[src/rtl/pipelined_addsub.sv]
// Pipelined ripple-carry adder/subtractor, SEG bits summed per stage.
// Ports: clk, rst (async high); in_valid/in_ready + a, b, cin, sub in;
//        out_valid/out_ready + sum, cout, ovf out. Whole-pipe stall.
module pipelined_addsub #(
    parameter int WIDTH = 16,
    parameter int SEG   = 4
) (
    input  logic             clk,
    input  logic             rst,
    input  logic             in_valid,
    output logic             in_ready,
    input  logic [WIDTH-1:0] a,
    input  logic [WIDTH-1:0] b,
    input  logic             cin,
    input  logic             sub,
    output logic             out_valid,
    input  logic             out_ready,
    output logic [WIDTH-1:0] sum,
    output logic             cout,
    output logic             ovf
);

    localparam int STAGES = WIDTH / SEG;

    // Per-stage registers. a_q/b_q carry the operands forward (skew);
    // s_q accumulates finished low segments (deskew). Bits that no later
    // stage reads are left for synthesis to prune.
    logic [STAGES-1:0] v_q, v_d;
    logic [STAGES-1:0] c_q, c_d;
    logic [WIDTH-1:0]  a_q [STAGES];
    logic [WIDTH-1:0]  a_d [STAGES];
    logic [WIDTH-1:0]  b_q [STAGES];
    logic [WIDTH-1:0]  b_d [STAGES];
    logic [WIDTH-1:0]  s_q [STAGES];
    logic [WIDTH-1:0]  s_d [STAGES];

    // Stage inputs: index 0 is the capture port, k>0 is stage k-1.
    logic [WIDTH-1:0]  a_src [STAGES];
    logic [WIDTH-1:0]  b_src [STAGES];
    logic [WIDTH-1:0]  s_src [STAGES];
    logic [STAGES-1:0] c_src;
    logic [STAGES-1:0] v_src;
    logic [SEG:0]      seg_sum [STAGES];

    logic en;

    assign out_valid = v_q[STAGES-1];
    assign en        = !out_valid || out_ready;
    assign in_ready  = en;

    always_comb begin
        // B is inverted and the carry forced to 1 at capture for subtract.
        a_src[0] = a;
        b_src[0] = sub ? ~b : b;
        s_src[0] = '0;
        c_src[0] = sub | cin;
        v_src[0] = in_valid;
        for (int k = 1; k < STAGES; k++) begin
            a_src[k] = a_q[k-1];
            b_src[k] = b_q[k-1];
            s_src[k] = s_q[k-1];
            c_src[k] = c_q[k-1];
            v_src[k] = v_q[k-1];
        end
        for (int k = 0; k < STAGES; k++) begin
            seg_sum[k] = {1'b0, a_src[k][k*SEG +: SEG]}
                       + {1'b0, b_src[k][k*SEG +: SEG]}
                       + {{SEG{1'b0}}, c_src[k]};
            a_d[k] = a_src[k];
            b_d[k] = b_src[k];
            s_d[k] = s_src[k];
            s_d[k][k*SEG +: SEG] = seg_sum[k][SEG-1:0];
            c_d[k] = seg_sum[k][SEG];
            v_d[k] = v_src[k];
        end
    end

    always_ff @(posedge clk or posedge rst) begin
        if (rst) begin
            v_q <= '0;
            c_q <= '0;
            for (int k = 0; k < STAGES; k++) begin
                a_q[k] <= '0;
                b_q[k] <= '0;
                s_q[k] <= '0;
            end
        end else if (en) begin
            v_q <= v_d;
            c_q <= c_d;
            for (int k = 0; k < STAGES; k++) begin
                a_q[k] <= a_d[k];
                b_q[k] <= b_d[k];
                s_q[k] <= s_d[k];
            end
        end
    end

    // Signed overflow: operands agree in sign but the result does not.
    assign sum  = s_q[STAGES-1];
    assign cout = c_q[STAGES-1];
    assign ovf  = (a_q[STAGES-1][WIDTH-1] == b_q[STAGES-1][WIDTH-1])
               && (s_q[STAGES-1][WIDTH-1] != a_q[STAGES-1][WIDTH-1]);

endmodule

[config.mk]
export PLATFORM = sky130hd
export DESIGN_NAME = pipelined_addsub
export DESIGN_NICKNAME = d
export VERILOG_FILES = /design/src/rtl/pipelined_addsub.sv
export SDC_FILE = /design/constraint.sdc
export NUM_CORES = 1
export LEC_CHECK = 0
export ABC_CLOCK_PERIOD_IN_PS = 4100
export BUFFER_PORTS_ARGS = -buffer_cell sky130_fd_sc_hd__clkbuf_2
export CORE_ASPECT_RATIO = 0.8
export CORE_MARGIN = 3
export CORE_UTILIZATION = 57
export DETAILED_ROUTE_END_ITERATION = 16
export HOLD_SLACK_MARGIN = 0.08
export PLACE_DENSITY = 0.79
export REMOVE_ABC_BUFFERS = 1
export SLEW_MARGIN = 10
export SYNTH_ARGS = -nofsm -noshare
export SYNTH_HDL_FRONTEND = slang
export SYNTH_SLANG_ARGS = --single-unit
[constraint.sdc]
create_clock -name clk -period 4.1 [get_ports clk]
set_input_delay 0.82 -clock clk [delete_from_list [all_inputs] [get_ports clk]]
set_output_delay 0.82 -clock clk [all_outputs]
set_load 0.05 [all_outputs]
==> metrics.md <==
| Metric | Value |
|---|---|
| Status | `complete, no violations` |
| Slowest cell on the critical path | `fa_1` |
| Setup bufs post-CTS | `0` |
| Die area | `8800 um2` |
| Endpoints failing hold | `0` |
| Clock root cell | `clkbuf_8` |
| Max_cap viols | `0` |
| Commonest non-fill, non-tap cell in the layout | `nand2_1` |
| Synth warn | `0` |
| RSZ-0062 raised after global routing | `no` |
| Total global-route track usage | `17.88%` |
| # setup viols final | `0` |
| Initial antenna violation count | `0` |
| Cell Area, Synth | `4392 um2` |
| Synth top area share | `55.84%` |
| Share of layout cells above drive strength 1 | `15.76%` |
| Peak VDD IR | `0.6678 mV` |
| WS Path Type | `input port to flop` |
| Slew Limit Headroom | `35.46%` |
| #FFs+latches synth | `98` |
| FILL cells | `618` |
| CTS tree | `done` |
| Unique masters post-synth | `26` |
| Actual slew at the worst max-slew pin | `0.9681 ns` |
| Row count | `27` |
| # hold bufs at CTS | `0` |
| Number of nets with antenna violations after routing | `0` |
| Total Neg Setup Slack | `0 ns` |
| Post-synth EDFFs | `0` |
| PortBufs | `57` |
| Drt total wl | `7114 um` |
| Total CTS buffers | `9` |
| FF-to-FF path depth | `5` |
| GP Congestion | `0.7640` |
| DR vias/cell | `4.837` |
| Worst skew pair latency | `0.35 ns` |
| Critical Path Most Common Cell | `fa_1` |
| CP cell instances | `clkbuf_2, or2_2, fa_1, fa_1, a21o_1, a211oi_1, a21oi_1` |
| Htree depth | `3` |
| Fmax | `369.8 MHz` |
| DR WL/cell | `11.57 um` |
| Cell area after layout | `4802 um2` |
| Core region area | `7162 um2` |
| Placed cell area | `4631 um2` |
| Cells on Worst Hold Path | `2` |
| Ys async rst share | `100.0%` |
| Worst path max stage delay | `0.42 ns` |
| Hold WS | `0.4669 ns` |
| DRC violations left | `0` |
| Final min period | `2.704 ns` |
| Leak Pwr | `2.548 nW` |
| Starting Density | `61.32%` |
| Die W | `104.1 um` |
| Power, Total | `3.686 mW` |
| Crit end category | `flop` |
| Final Core Density | `67.05%` |
| Pre-antenna DRT Iters | `4` |
| Die Y | `84.51 um` |
| Global-route wire length before repair | `12940 um` |
| Vias | `2975` |
| IO Count | `58` |
| Data arrival, critical path | `2.90 ns` |
| Finished Layout Cells | `615` |
| Worst EP required | `4.30 ns` |
| HP Class | `flop to flop` |
| Synth area leaders | `dfrtp_1 (56%), nand2_1 (19%), fa_1 (3.6%)` |
| Post-synthesis sequential area ratio | `55.84%` |
| Cells after synthesis | `463` |
| Avg Cell Area, Syn | `9.485 um2` |
| Sink Count | `98` |
| Yosys top cell by area | `dfrtp_1` |
| Final setup margin | `1.396 ns` |
| Final Cycle Share | `65.95%` |
| Commonest non-fill, non-tap cells in the layout | `nand2_1 (224), dfrtp_1 (98), clkbuf_2 (57)` |
| Place WS | `1.024 ns` |
| Iteration-0 DRC Markers | `147` |
| Dpl cells | `600` |
| Dpl hpwl | `4687 um` |
| Area grow syn2layout | `9.345%` |
| PD cells | `767.5 nW/um2` |
| Diodes inserted | `0` |
| Top_reg_cell synth | `dfrtp_1` |
| Vias in the first global route | `3033` |
| Clock skew | `0.008202 ns` |
| Post-CTS sizing | `0` |
| Worst setup SP type | `input port` |
| Bufs on Longest Clock Path | `2` |
| Nets | `568` |
| Crit path max fanout | `17` |
| Total grt overflow | `0` |
| Worst-path clk slew | `0.08 ns` |
| Final Slew Violations | `0` |
| Pin count of the biggest net entering global routing | `105` |
kinds of logic after synthesis:
| family | Yosys count | share of synthesized area [%] |
|---|---|---|
| AO/OA/AOI/OAI | 48 | 6.325 |
| flip-flops | 98 | 55.84 |
| adder cells (fa/ha/maj) | 20 | 7.065 |
| XOR/XNOR | 21 | 4.188 |
| AND/OR/NAND/NOR | 240 | 21.05 |
| buffers and inverters | 36 | 5.527 |
final timing paths:
check / to / start / slack (ns)
max reg2reg: c_q[3] / c_q[2] / 2.23
min in group asynchronous: a_d[31] / rst / 0.67
max in group asynchronous: sum[7] / rst / 2.62
min reg2reg: sum[9] / sum[9] / 0.47
max: c_q[0] / sub / 1.40
min: sum[9] / sum[9] / 0.47
critical path, delay by kind of cell:
| kind | cells | cell delay, ns |
|---|---|---|
| buffers and inverters | 1 | 0.32 |
| adders and majority gates | 2 | 0.83 |
| AOI/OAI and AO/OA | 3 | 0.52 |
| and+or+nand+nor | 1 | 0.41 |
synthesized netlist by cell type (2+ instances only):
| cell type | instances |
|---|---|
| dfrtp_1 | 98 |
| o21ai_1 | 6 |
| a21oi_1 | 7 |
| buf_2 | 8 |
| fa_1 | 8 |
| clkbuf_1 | 2 |
| a21o_1 | 5 |
| nor2_1 | 9 |
| a21oi_2 | 4 |
| ha_1 | 12 |
| buf_6 | 12 |
| nand2_1 | 224 |
| inv_1 | 11 |
| nor2b_1 | 3 |
| o21ai_0 | 22 |
| xnor2_1 | 12 |
| buf_4 | 2 |
| xor2_1 | 9 |
| o21a_1 | 2 |
area by class of cell:
class | count | area (um2) | share of cell area (%)
Sequential cell | 98 | 2452 | 51.07
Multi-Input combinational cell | 329 | 1697 | 35.33
Timing Repair Buffer | 60 | 307.8 | 6.410
Clock buffer | 13 | 158.9 | 3.309
Tap cell | 101 | 126.4 | 2.632
Inverter | 12 | 47.55 | 0.9901
Clock inverter | 2 | 12.51 | 0.2606
routing by layer:
layer / vias up / GRT usage [%] / part of all wire [%]
li1: 1523 / - / -
met1: 1392 / 20.44 / 45
met2: 56 / 33.22 / 51
met3: 4 / 5.227 / 4.0
met4: 0 / 4.227 / 0.59
met5: - / 0 / 0
report_power, final:
part | switching, mW | total [mW] | internal, mW
combinational | 1.00 | 1.51 | 0.510
clock | 0.295 | 0.545 | 0.250
sequential | 0.230 | 1.63 | 1.40
total | 1.53 | 3.69 | 2.16
state kept, by name, summed over array words and instances, names as in the netlist:
| name | count |
|---|---|
| a_d | 24 |
| a_q | 1 |
| b_d | 24 |
| b_q | 1 |
| c_q | 4 |
| s_d | 24 |
| sum | 16 |
| v_q | 4 |
(Power assumes the default switching activity.)
